===== src/rtl/accel_pkg.sv =====
// Shared definitions for the accelerator sequencers: FSM encodings and default
// counter widths.
package accel_pkg;

  localparam int CNT_W_DEF  = 16;
  localparam int PASS_W_DEF = 8;

  typedef enum logic [1:0] {
    ST_IDLE   = 2'd0,
    ST_STREAM = 2'd1,
    ST_FLUSH  = 2'd2,
    ST_FIN    = 2'd3
  } sched_state_e;

  // Phase A may request a word pair; phase B delivers the second word of a pair.
  typedef enum logic {
    PH_A = 1'b0,
    PH_B = 1'b1
  } phase_e;

endpackage


===== src/rtl/sched_counter.sv =====
// Loadable down-counter with a zero flag; load wins over decrement, and the
// count saturates at zero.
module sched_counter
  import accel_pkg::*;
#(
  parameter int W = CNT_W_DEF
) (
  input  logic         clk,
  input  logic         rst_n,
  input  logic         load,
  input  logic [W-1:0] load_val,
  input  logic         dec,
  output logic [W-1:0] count,
  output logic         zero
);

  always_ff @(posedge clk or negedge rst_n) begin
    if (!rst_n) begin
      count <= '0;
    end else if (load) begin
      count <= load_val;
    end else if (dec && (count != '0)) begin
      count <= count - 1'b1;
    end
  end

  assign zero = (count == '0);

endmodule


===== src/rtl/weight_fetch_sched.sv =====
// Streams weight words from the BRAM reader into the MAC array for a number of
// passes, requesting word pairs and rewinding the reader at the end of each pass.
//
// state  | meaning
// IDLE   | waiting for start
// STREAM | moving words reader -> MAC, one per transfer
// FLUSH  | abort: drain one pending word and rewind the reader
// FIN    | one-cycle done pulse
module weight_fetch_sched
  import accel_pkg::*;
#(
  parameter int CNT_W  = CNT_W_DEF,
  parameter int PASS_W = PASS_W_DEF
) (
  input  logic              clk,
  input  logic              rst_n,
  input  logic              start,
  input  logic [CNT_W-1:0]  word_count,
  input  logic [PASS_W-1:0] pass_count,
  input  logic              abort,
  input  logic              wt_valid,
  input  logic              mac_ready,
  output logic              rd_en,
  output logic              rd_len,
  output logic              addr_rst,
  output logic              mac_valid,
  output logic              busy,
  output logic              done,
  output logic [CNT_W-1:0]  words_left
);

  sched_state_e state, state_nxt;
  phase_e       phase, phase_nxt;

  logic [CNT_W-1:0]  wc_lat;
  logic              lat_en;
  logic              w_load, w_dec, words_zero;
  logic [CNT_W-1:0]  w_load_val;
  logic              p_load, p_dec, passes_zero;
  logic [PASS_W-1:0] passes_left;
  logic [PASS_W-1:0] pass_reload;
  logic              last_word;

  // A pass count of zero runs the weight set once.
  assign pass_reload = (pass_count == '0) ? '0 : pass_count - 1'b1;
  assign last_word   = (words_left == CNT_W'(1));

  sched_counter #(.W(CNT_W)) u_words (
    .clk      (clk),
    .rst_n    (rst_n),
    .load     (w_load),
    .load_val (w_load_val),
    .dec      (w_dec),
    .count    (words_left),
    .zero     (words_zero)
  );

  sched_counter #(.W(PASS_W)) u_passes (
    .clk      (clk),
    .rst_n    (rst_n),
    .load     (p_load),
    .load_val (pass_reload),
    .dec      (p_dec),
    .count    (passes_left),
    .zero     (passes_zero)
  );

  always_comb begin
    state_nxt  = state;
    phase_nxt  = phase;
    mac_valid  = 1'b0;
    rd_en      = 1'b0;
    rd_len     = 1'b0;
    addr_rst   = 1'b0;
    w_load     = 1'b0;
    w_load_val = wc_lat;
    w_dec      = 1'b0;
    p_load     = 1'b0;
    p_dec      = 1'b0;
    lat_en     = 1'b0;
    case (state)
      ST_IDLE: begin
        if (start) begin
          if (word_count == '0) begin
            state_nxt = ST_FIN;
          end else begin
            w_load     = 1'b1;
            w_load_val = word_count;
            p_load     = 1'b1;
            lat_en     = 1'b1;
            phase_nxt  = PH_A;
            state_nxt  = ST_STREAM;
          end
        end
      end
      ST_STREAM: begin
        if (abort) begin
          state_nxt = ST_FLUSH;
        end else begin
          mac_valid = wt_valid;
          rd_en     = wt_valid & mac_ready;
          rd_len    = (phase == PH_A) && !words_zero && !last_word;
          if (rd_en) begin
            addr_rst = last_word;
            if (phase == PH_B) begin
              phase_nxt = PH_A;
            end else if (rd_len) begin
              phase_nxt = PH_B;
            end
            if (!last_word) begin
              w_dec = 1'b1;
            end else if (!passes_zero) begin
              // Next pass: rewind the word count from the latched job size.
              w_load = 1'b1;
              p_dec  = 1'b1;
            end else begin
              w_dec     = 1'b1;
              state_nxt = ST_FIN;
            end
          end
        end
      end
      ST_FLUSH: begin
        if (wt_valid) begin
          rd_en     = 1'b1;
          addr_rst  = 1'b1;
          phase_nxt = PH_A;
          state_nxt = ST_FIN;
        end
      end
      ST_FIN: begin
        state_nxt = ST_IDLE;
      end
      default: begin
        state_nxt = ST_IDLE;
      end
    endcase
  end

  always_ff @(posedge clk or negedge rst_n) begin
    if (!rst_n) begin
      state  <= ST_IDLE;
      phase  <= PH_A;
      wc_lat <= '0;
      busy   <= 1'b0;
      done   <= 1'b0;
    end else begin
      state <= state_nxt;
      phase <= phase_nxt;
      if (lat_en) begin
        wc_lat <= word_count;
      end
      busy <= (state_nxt != ST_IDLE);
      done <= (state_nxt == ST_FIN);
    end
  end

endmodule


===== config.mk =====
export PLATFORM = sky130hd
export DESIGN_NAME = weight_fetch_sched
export DESIGN_NICKNAME = d
export VERILOG_FILES = /design/src/rtl/accel_pkg.sv /design/src/rtl/sched_counter.sv /design/src/rtl/weight_fetch_sched.sv
export SDC_FILE = /design/constraint.sdc
export NUM_CORES = 1
export LEC_CHECK = 0
export ABC_AREA = 1
export BUFFER_PORTS_ARGS = -buffer_cell sky130_fd_sc_hd__buf_2
export CAP_MARGIN = 20
export CELL_PAD_IN_SITES_DETAIL_PLACEMENT = 1
export CELL_PAD_IN_SITES_GLOBAL_PLACEMENT = 1
export CORE_ASPECT_RATIO = 0.6
export CORE_UTILIZATION = 34
export CTS_CLUSTER_SIZE = 28
export DETAILED_ROUTE_END_ITERATION = 16
export GPL_TIMING_DRIVEN = 0
export HOLD_SLACK_MARGIN = 0.06
export PLACE_DENSITY_LB_ADDON = 0.1
export SLEW_MARGIN = 0
export SYNTH_ARGS = -nofsm -noshare
export SYNTH_HDL_FRONTEND = slang
export SYNTH_SLANG_ARGS = --single-unit

===== constraint.sdc =====
create_clock -name clk -period 1.75 [get_ports clk]
set_clock_uncertainty 0.05 [all_clocks]
set_input_delay 0.4375 -clock clk [delete_from_list [all_inputs] [get_ports clk]]
set_output_delay 0.4375 -clock clk [all_outputs]
set_load 0.02 [all_outputs]

==> metrics.md, run 1 <==
| Metric | Value |
|---|---|
| Outcome | `finished, violations left` |
| Violated checks | `design-rule violations, negative setup slack` |
| Simple-gate portion of the synthesized area | `41.7%` |
| Arrival @ worst endpoint | `1.67 ns` |
| Clock-pin slew of the registers on the worst-case setup and hold paths | `0.07 ns` |
| Multi-input gate area | `0.00219 mm^2` |
| Total power | `0.00878 W` |
| Avg Synthesized Cell Area | `6.81 um^2` |
| Register area share after synthesis | `36.6%` |
| Area grow syn2layout | `60.7%` |
| Initial antenna violation count | `0` |
| Net count reported at finish | `618` |
| Main combinational cell family by area after synthesis | `simple AND/OR/NAND/NOR gates` |
| Layout Cells excl Fill | `690` |
| Clk buf depth | `2` |
| Fin worst setup slack | `-0.412 ns` |
| Register area | `0.00114 mm^2` |
| Overall Global Routing Usage | `26.4%` |
| WL/cell | `19.6 um` |
| Row cnt | `26` |
| Die ar. | `0.00945 mm^2` |
| Die width | `125 um` |
| Starting Density | `35.6%` |
| Cell Pwr Density | `1770 mW/mm^2` |
| Share of cells above drive strength 1 | `46.2%` |
| Reg-to-reg startpoint | `u_passes.count[0]` |
| Max-slew headroom | `75.0%` |
| CP Data Required Time | `1.26 ns` |
| Via count | `3511` |
| RSZ-0062 raised after global routing | `yes` |
| Final Hold Viols | `0` |
| Gr ovfl total | `0` |
| Worst Hold End | `wc_lat[12]` |
| DRT Pass-1 Iters | `10` |
| Cell variety after synth | `27` |
| Power Internal | `0.00457 W` |
| Seq pwr share | `22.3%` |
| Post-synthesis adder-cell area fraction | `4.06%` |
| Post-Syn Area | `0.00308 mm^2` |
| Syn_nets | `492` |
| Mux cell area share after synthesis | `0%` |
| Dominant synthesized flop cell | `dfrtp_1` |
| Worst Hold Class | `in -> reg` |
| Via/cell ratio | `5.09` |
| Comb power frac | `67.0%` |
| Top post-synthesis cells by count | `nand2_1, inv_1, nor2_1` |
| Final Setup Violations | `33` |
| Min-delay src | `word_count[12]` |
| R2R setup slack | `-0.27 ns` |
| Pre-CTS setup slack | `-0.394 ns` |
| Slew Limit Fails | `0` |
| XOR/XNOR Fraction of Synth Area | `4.27%` |
| Crit path launch | `u_words.count[0]` |
| Port Buffers | `51` |
| Sink Count | `45` |
| Reg2reg path depth | `12` |
| Post-layout min period | `2.16 ns` |
| R2r endpoint | `u_words.count[6]` |
| Compound-gate portion of the synthesized area | `3.66%` |
| CP Capture Type | `output pin` |
| Number of global-route vias before repair | `3489` |
| Antenna-violating nets left | `0` |
| Root buffer cell | `clkbuf_16` |
| Dpl cell area | `0.00352 mm^2` |
| Worst setup SP type | `register` |
| Switch Pwr | `0.00421 W` |
| Async SR Flop Fraction | `100%` |
| Count leader, synth | `nand2_1` |
| Worst VDD drop | `0.606 mV` |
| LEAKAGE | `2.53 nW` |
| Largest net degree at the start of global routing | `46` |
| Number of synthesized flops with an enable pin | `0` |
| Top cells by area, synth | `dfrtp_1, nand2_1, nand3_1` |
| Post-DP HPWL | `7520 um` |
| Ant. Diodes | `0` |
| Worst-margin pin slew | `0.374 ns` |
| Hold Crit Depth | `3` |
| Max Fanout on Critical Path | `3` |
| Final instance area | `0.00495 mm^2` |
| Hold Slack | `0.327 ns` |
| H-tree Lvls | `2` |
| Core ar. | `0.00865 mm^2` |
| Drt initial violations | `162` |
| Global-route wire length before repair | `18500 um` |
| Ys Warns | `0` |
| Clock Latency Late Sink | `0.30 ns` |
| CTS tree | `built` |
| Fillers | `1062` |
| DRT Wirelength | `13500 um` |
| Switching part of the total power | `48.0%` |
| TritonCTS buffer count | `5` |
| Share of the synthesized area in the top cell type | `36.6%` |
| Mapped Cells | `452` |
| Die height | `75.7 um` |
| GPL Wtd Cong | `0.773` |
| Peak Freq | `462 MHz` |
| Synthesized flop and latch total | `45` |
| Clk pwr share | `10.8%` |
| DRC viols | `10` |
| Post-synth top area cell | `dfrtp_1` |
| Max Cap Violations | `0` |
| WS Path Type | `reg -> out` |
| Final period util | `124%` |
| I/O pins | `52` |
| Placed insts | `615` |
-- power by group through the flow --
stage               logic, W  clock network [W]  registers [W]
finish               0.00588           0.000944        0.00196
global route         0.00630           0.000988        0.00199
CTS                  0.00485           0.000942        0.00188
detailed placement   0.00332                  0        0.00196
global placement     0.00320                  0        0.00195
floorplan            0.00222                  0        0.00206
-- state kept, by name, summed over array words and instances (netlist names) --
register        count
done                1
phase               1
state               2
u_words.count      16
busy                1
wc_lat             16
u_passes.count      8
-- cells by family after synthesis --
group / after synthesis
XOR/XNOR: 15
adder cells (fa/ha/maj): 10
flip-flops: 45
buffers and inverters: 68
AND/OR/NAND/NOR: 292
AO/OA/AOI/OAI: 22
-- worst max path at each step --
stage | endpoint | depth (start not counted)
after floorplan | rd_len | 9
after global placement | u_words.count[10] | 11
after detailed placement | u_words.count[4] | 12
after CTS | addr_rst | 8
after global routing | rd_len | 10
final | rd_len | 10
-- critical path, stage by stage (launching register included) --
cell	delay [ns]
dfrtp_2	0.43
inv_2	0.07
ha_4	0.15
nand2_2	0.06
nor2_2	0.04
nand2_2	0.08
nand3b_1	0.08
nor2_1	0.17
inv_2	0.08
nor2_4	0.09
buf_6	0.12
-- metal layers --
layer	part of all wire, %	GRT usage (%)	wire length [um]
met5	0	0	0
met4	1.5	7.45	198
met2	48	44.3	6520
met3	5.6	4.21	751
met1	45	36.1	6020
-- per-stage QoR --
step	TNS, ns	util (%)
after global placement	-10.01	40.7
final	-6.38	57.2
after floorplan	-0.0982	-
after detailed placement	-11.83	40.7
after global routing	-8.97	57.2
after CTS	-4.61	52.2
-- cell usage in the layout (no fill, tap or decap), types with 6 or more instances in the layout --
cell type	n
nand2_2	31
nor2_4	13
nand3_1	26
inv_2	8
nand3_2	18
o21ai_0	9
dfrtp_1	32
buf_6	23
clkbuf_16	6
buf_2	47
nand2_4	15
nand2_1	125
nor2_2	8
ha_4	6
xnor2_1	9
nor2_1	38
dfrtp_2	13
inv_1	46
buf_4	41
-- cell type report --
class | instances | share of cell area (%)
inverter | 60 | 5.06
timing repair buffer | 118 | 19.6
buffer | 8 | 2.48
clock inverter | 1 | 0.101
multi-input combinational | 340 | 44.2
sequential | 45 | 23.1
tap | 112 | 2.83
clock buffer | 6 | 2.60
-- timing repair --
action                     4_1_cts  5_1_grt
hold buffers                     0        1
buffers inserted                48       19
gates resized for setup        118       79
pin swaps                       32       39
cloned                           5        1
setup endpoints to repair       48       39
hold endpoints to repair         0        6
Power figures use the tool's default switching activity.
==> inputs of run 2 (changes only) <==
--- a/config.mk
+++ b/config.mk
@@ -5,7 +5,7 @@
 export SDC_FILE = /design/constraint.sdc
 export NUM_CORES = 1
 export LEC_CHECK = 0
-export ABC_AREA = 1
+export ABC_AREA = 0
 export BUFFER_PORTS_ARGS = -buffer_cell sky130_fd_sc_hd__buf_2
 export CAP_MARGIN = 20
 export CELL_PAD_IN_SITES_DETAIL_PLACEMENT = 1
@@ -17,7 +17,7 @@
 export GPL_TIMING_DRIVEN = 0
 export HOLD_SLACK_MARGIN = 0.06
 export PLACE_DENSITY_LB_ADDON = 0.1
-export SLEW_MARGIN = 0
+export SLEW_MARGIN = 20
 export SYNTH_ARGS = -nofsm -noshare
 export SYNTH_HDL_FRONTEND = slang
 export SYNTH_SLANG_ARGS = --single-unit
==> metrics.md, run 2 <==
| Metric | Value |
|---|---|
| R2R setup slack | `-0.60 ns (-0.33 ns)` |
| Pre-CTS setup slack | `-1.23 ns (-0.838 ns)` |
| Peak Freq | `425 MHz (-8.1%)` |
| DRC viols | `0 (-10)` |
| Top cells by area, synth | `dfrtp_1, nand2_1, ha_1` |
| Seq pwr share | `29.4% (+7.1 points)` |
| Dominant synthesized flop cell | `dfrtp_1` |
| Outcome | `finished, violations left` |
| Max Cap Violations | `0 (unchanged)` |
| Net count reported at finish | `451 (-27%)` |
| Commonest non-fill, non-tap cell in the layout | `nand2_1` |
| Max-slew headroom | `58.1% (-17 points)` |
| Final Hold Viols | `0 (unchanged)` |
| Sink Count | `45 (unchanged)` |
| R2r endpoint | `u_words.count[9]` |
| Arrival @ worst endpoint | `2.48 ns (+0.81 ns)` |
| Clk buf depth | `2 (unchanged)` |
| Register area share after synthesis | `40.9% (+4.4 points)` |
| Power Internal | `0.00399 W (-13%)` |
| Post-layout min period | `2.35 ns (+0.191 ns)` |
| Share of the synthesized area in the top cell type | `40.9% (+4.4 points)` |
| RSZ-0062 raised after global routing | `yes` |
| CTS tree | `built` |
| Clock Latency Late Sink | `0.29 ns (about the same)` |
| Global-route wire length before repair | `16600 um (-10%)` |
| Fin worst setup slack | `-0.604 ns (-0.191 ns)` |
| Top post-synthesis cells by count | `nand2_1, dfrtp_1, nor2_1` |
| Mapped Cells | `308 (-32%)` |
| Reg-to-reg startpoint | `u_words.count[8]` |
| Initial antenna violation count | `0 (unchanged)` |
| Area grow syn2layout | `54.9%` |
| Cell Pwr Density | `1700 mW/mm^2 (-4.4%)` |
| Row cnt | `24 (-7.7%)` |
| WL/cell | `21.3 um (+8.7%)` |
| Worst Hold Class | `in -> async` |
| Core ar. | `0.00754 mm^2 (-13%)` |
| Layout Cells excl Fill | `516 (-25%)` |
| CP Data Required Time | `1.88 ns (+0.62 ns)` |
| GPL Wtd Cong | `0.806 (+4.3%)` |
| Ant. Diodes | `0 (unchanged)` |
| Async SR Flop Fraction | `100% (unchanged)` |
| I/O pins | `52 (unchanged)` |
| Share of cells above drive strength 1 | `49.0% (+2.8 points)` |
| H-tree Lvls | `2 (unchanged)` |
| LEAKAGE | `1.86 nW (-26%)` |
| Most frequent cells in the layout | `nand2_1, buf_2, buf_4` |
| Final period util | `134% (+11 points)` |
| Worst VDD drop | `0.748 mV (+23%)` |
| Antenna-violating nets left | `0 (unchanged)` |
| Switch Pwr | `0.00324 W (-23%)` |
| Post-Syn Area | `0.00275 mm^2 (-11%)` |
| Die ar. | `0.00846 mm^2 (-10%)` |
| Die height | `71.7 um (-5.3%)` |
| Worst-margin pin slew | `0.629 ns (+0.255 ns)` |
| Fillers | `855 (-19%)` |
| Drt initial violations | `173 (+6.8%)` |
| Max Fanout on Critical Path | `7 (+4)` |
| Number of synthesized flops with an enable pin | `0 (unchanged)` |
| Syn_nets | `348 (-29%)` |
| Post-DP HPWL | `6840 um (-9.0%)` |
| Count leader, synth | `nand2_1` |
| Worst setup SP type | `register` |
| Root buffer cell | `clkbuf_16` |
| DRT Pass-1 Iters | `4 (-6)` |
| Overall Global Routing Usage | `25.9% (-0.47 points)` |
| Gr ovfl total | `0 (unchanged)` |
| WS Path Type | `reg -> reg` |
| Comb power frac | `56.9% (-10 points)` |
| Largest net degree at the start of global routing | `46 (unchanged)` |
| Violated checks | `negative setup slack` |
| Hold buffers post-CTS | `0 (unchanged)` |
| Via/cell ratio | `5.57 (+9.5%)` |
| Slew Limit Fails | `0 (unchanged)` |
| DRT Wirelength | `11000 um (-19%)` |
| Switching part of the total power | `44.8% (-3.2 points)` |
| Avg Synthesized Cell Area | `8.93 um^2 (+31%)` |
| Final instance area | `0.00426 mm^2 (-14%)` |
| Ys Warns | `0 (unchanged)` |
| Clk pwr share | `13.7% (+2.9 points)` |
| Reg2reg path depth | `8 (-4)` |
| Crit path launch | `u_words.count[8]` |
| Synthesized flop and latch total | `45 (unchanged)` |
| Util after Layout | `56.5% (-0.66 points)` |
| Post-synth top area cell | `dfrtp_1` |
| CP Capture Type | `register` |
| Port Buffers | `51 (unchanged)` |
| Dpl cell area | `0.00321 mm^2 (-8.8%)` |
| Starting Density | `36.5% (+0.90 points)` |
| Final Setup Violations | `42 (+27%)` |
| Cell variety after synth | `57 (+110%)` |
| Clock-pin slew of the registers on the worst-case setup and hold paths | `0.07 ns (about the same)` |
| Via count | `2875 (-18%)` |
| Number of global-route vias before repair | `2957 (-15%)` |
| TritonCTS buffer count | `5 (unchanged)` |
| Total power | `0.00722 W (-18%)` |
| Placed insts | `463 (-25%)` |
| Top Registers | `u_words.count (16), wc_lat (16), u_passes.count (8)` |
| Die width | `118 um (-5.4%)` |
==> run 2: critical path: stages, from the launching register on <==
cell	delay [ns]
dfrtp_2	0.45
nor4_4	0.38
nand4_4	0.23
buf_4	0.21
a22oi_2	0.25
buf_6	0.19
nor3_1	0.07
xor2_1	0.13
mux2_2	0.27
==> run 2: power by group through the flow <==
stage	sequential [W]	clock, W	combinational [W]
2_1_floorplan	0.00219	0	0.00161
6_report	0.00212	0.000990	0.00411
4_1_cts	0.00207	0.000994	0.00352
5_1_grt	0.00218	0.00103	0.00443
3_3_place_gp	0.00207	0	0.00258
3_5_place_dp	0.00208	0	0.00262
==> run 2: routing by layer <==
layer | up-vias | wire (um) | global-route usage, %
li1 | 1326 | - | -
met3 | 10 | 608 | 5.49
met1 | 1451 | 5380 | 38.4
met5 | - | 0 | 0
met4 | 0 | 106 | 5.27
met2 | 88 | 4870 | 38.8
==> run 2: final cells by class <==
| class | instances | area, um^2 | area share [%] |
|---|---|---|---|
| multi-input cells | 237 | 1930 | 45.3 |
| flip-flops and latches | 45 | 1140 | 26.8 |
| repair buffers | 97 | 708 | 16.6 |
| clock buffers | 8 | 146 | 3.44 |
| plain buffers | 9 | 140 | 3.29 |
| well taps | 104 | 130 | 3.05 |
| inverters | 16 | 65.1 | 1.53 |
==> run 2: timing repair <==
item / CTS / global route
buffers inserted: 40 / 13
gates cloned: 0 / 2
endpoints found under the setup margin: 48 / 45
pin swaps: 28 / 34
gates resized for setup: 94 / 43
==> run 2: cells by family (layout without fill, tap and decap cells) <==
kind of cell,Yosys count,in the layout,share of synthesized area (%)
compound gates,54,54,14.1
xor+xnor,16,16,5.10
fa+ha+maj,10,10,4.55
buf+inv,26,130,3.91
flops,45,45,40.9
mux,7,7,2.82
simple gates,150,150,28.6
==> run 2: how the worst max path moves through the flow <==
stage | endpoint | cells past startpoint | slack [ns]
2_1_floorplan | u_words.count[1] | 6 | -0.45
3_5_place_dp | u_words.count[6] | 8 | -1.23
5_1_grt | u_words.count[9] | 8 | -0.69
3_3_place_gp | u_words.count[6] | 8 | -1.26
4_1_cts | u_words.count[9] | 6 | -0.54
6_report | u_words.count[9] | 8 | -0.60
==> run 2: per-stage QoR <==
stage	TNS [ns]	hold WS, ns
floorplan	-8.52	0.0919
global placement	-34.43	0.402
detailed placement	-34.44	0.407
CTS	-13.17	0.307
global route	-19.33	0.163
finish	-16.17	0.107
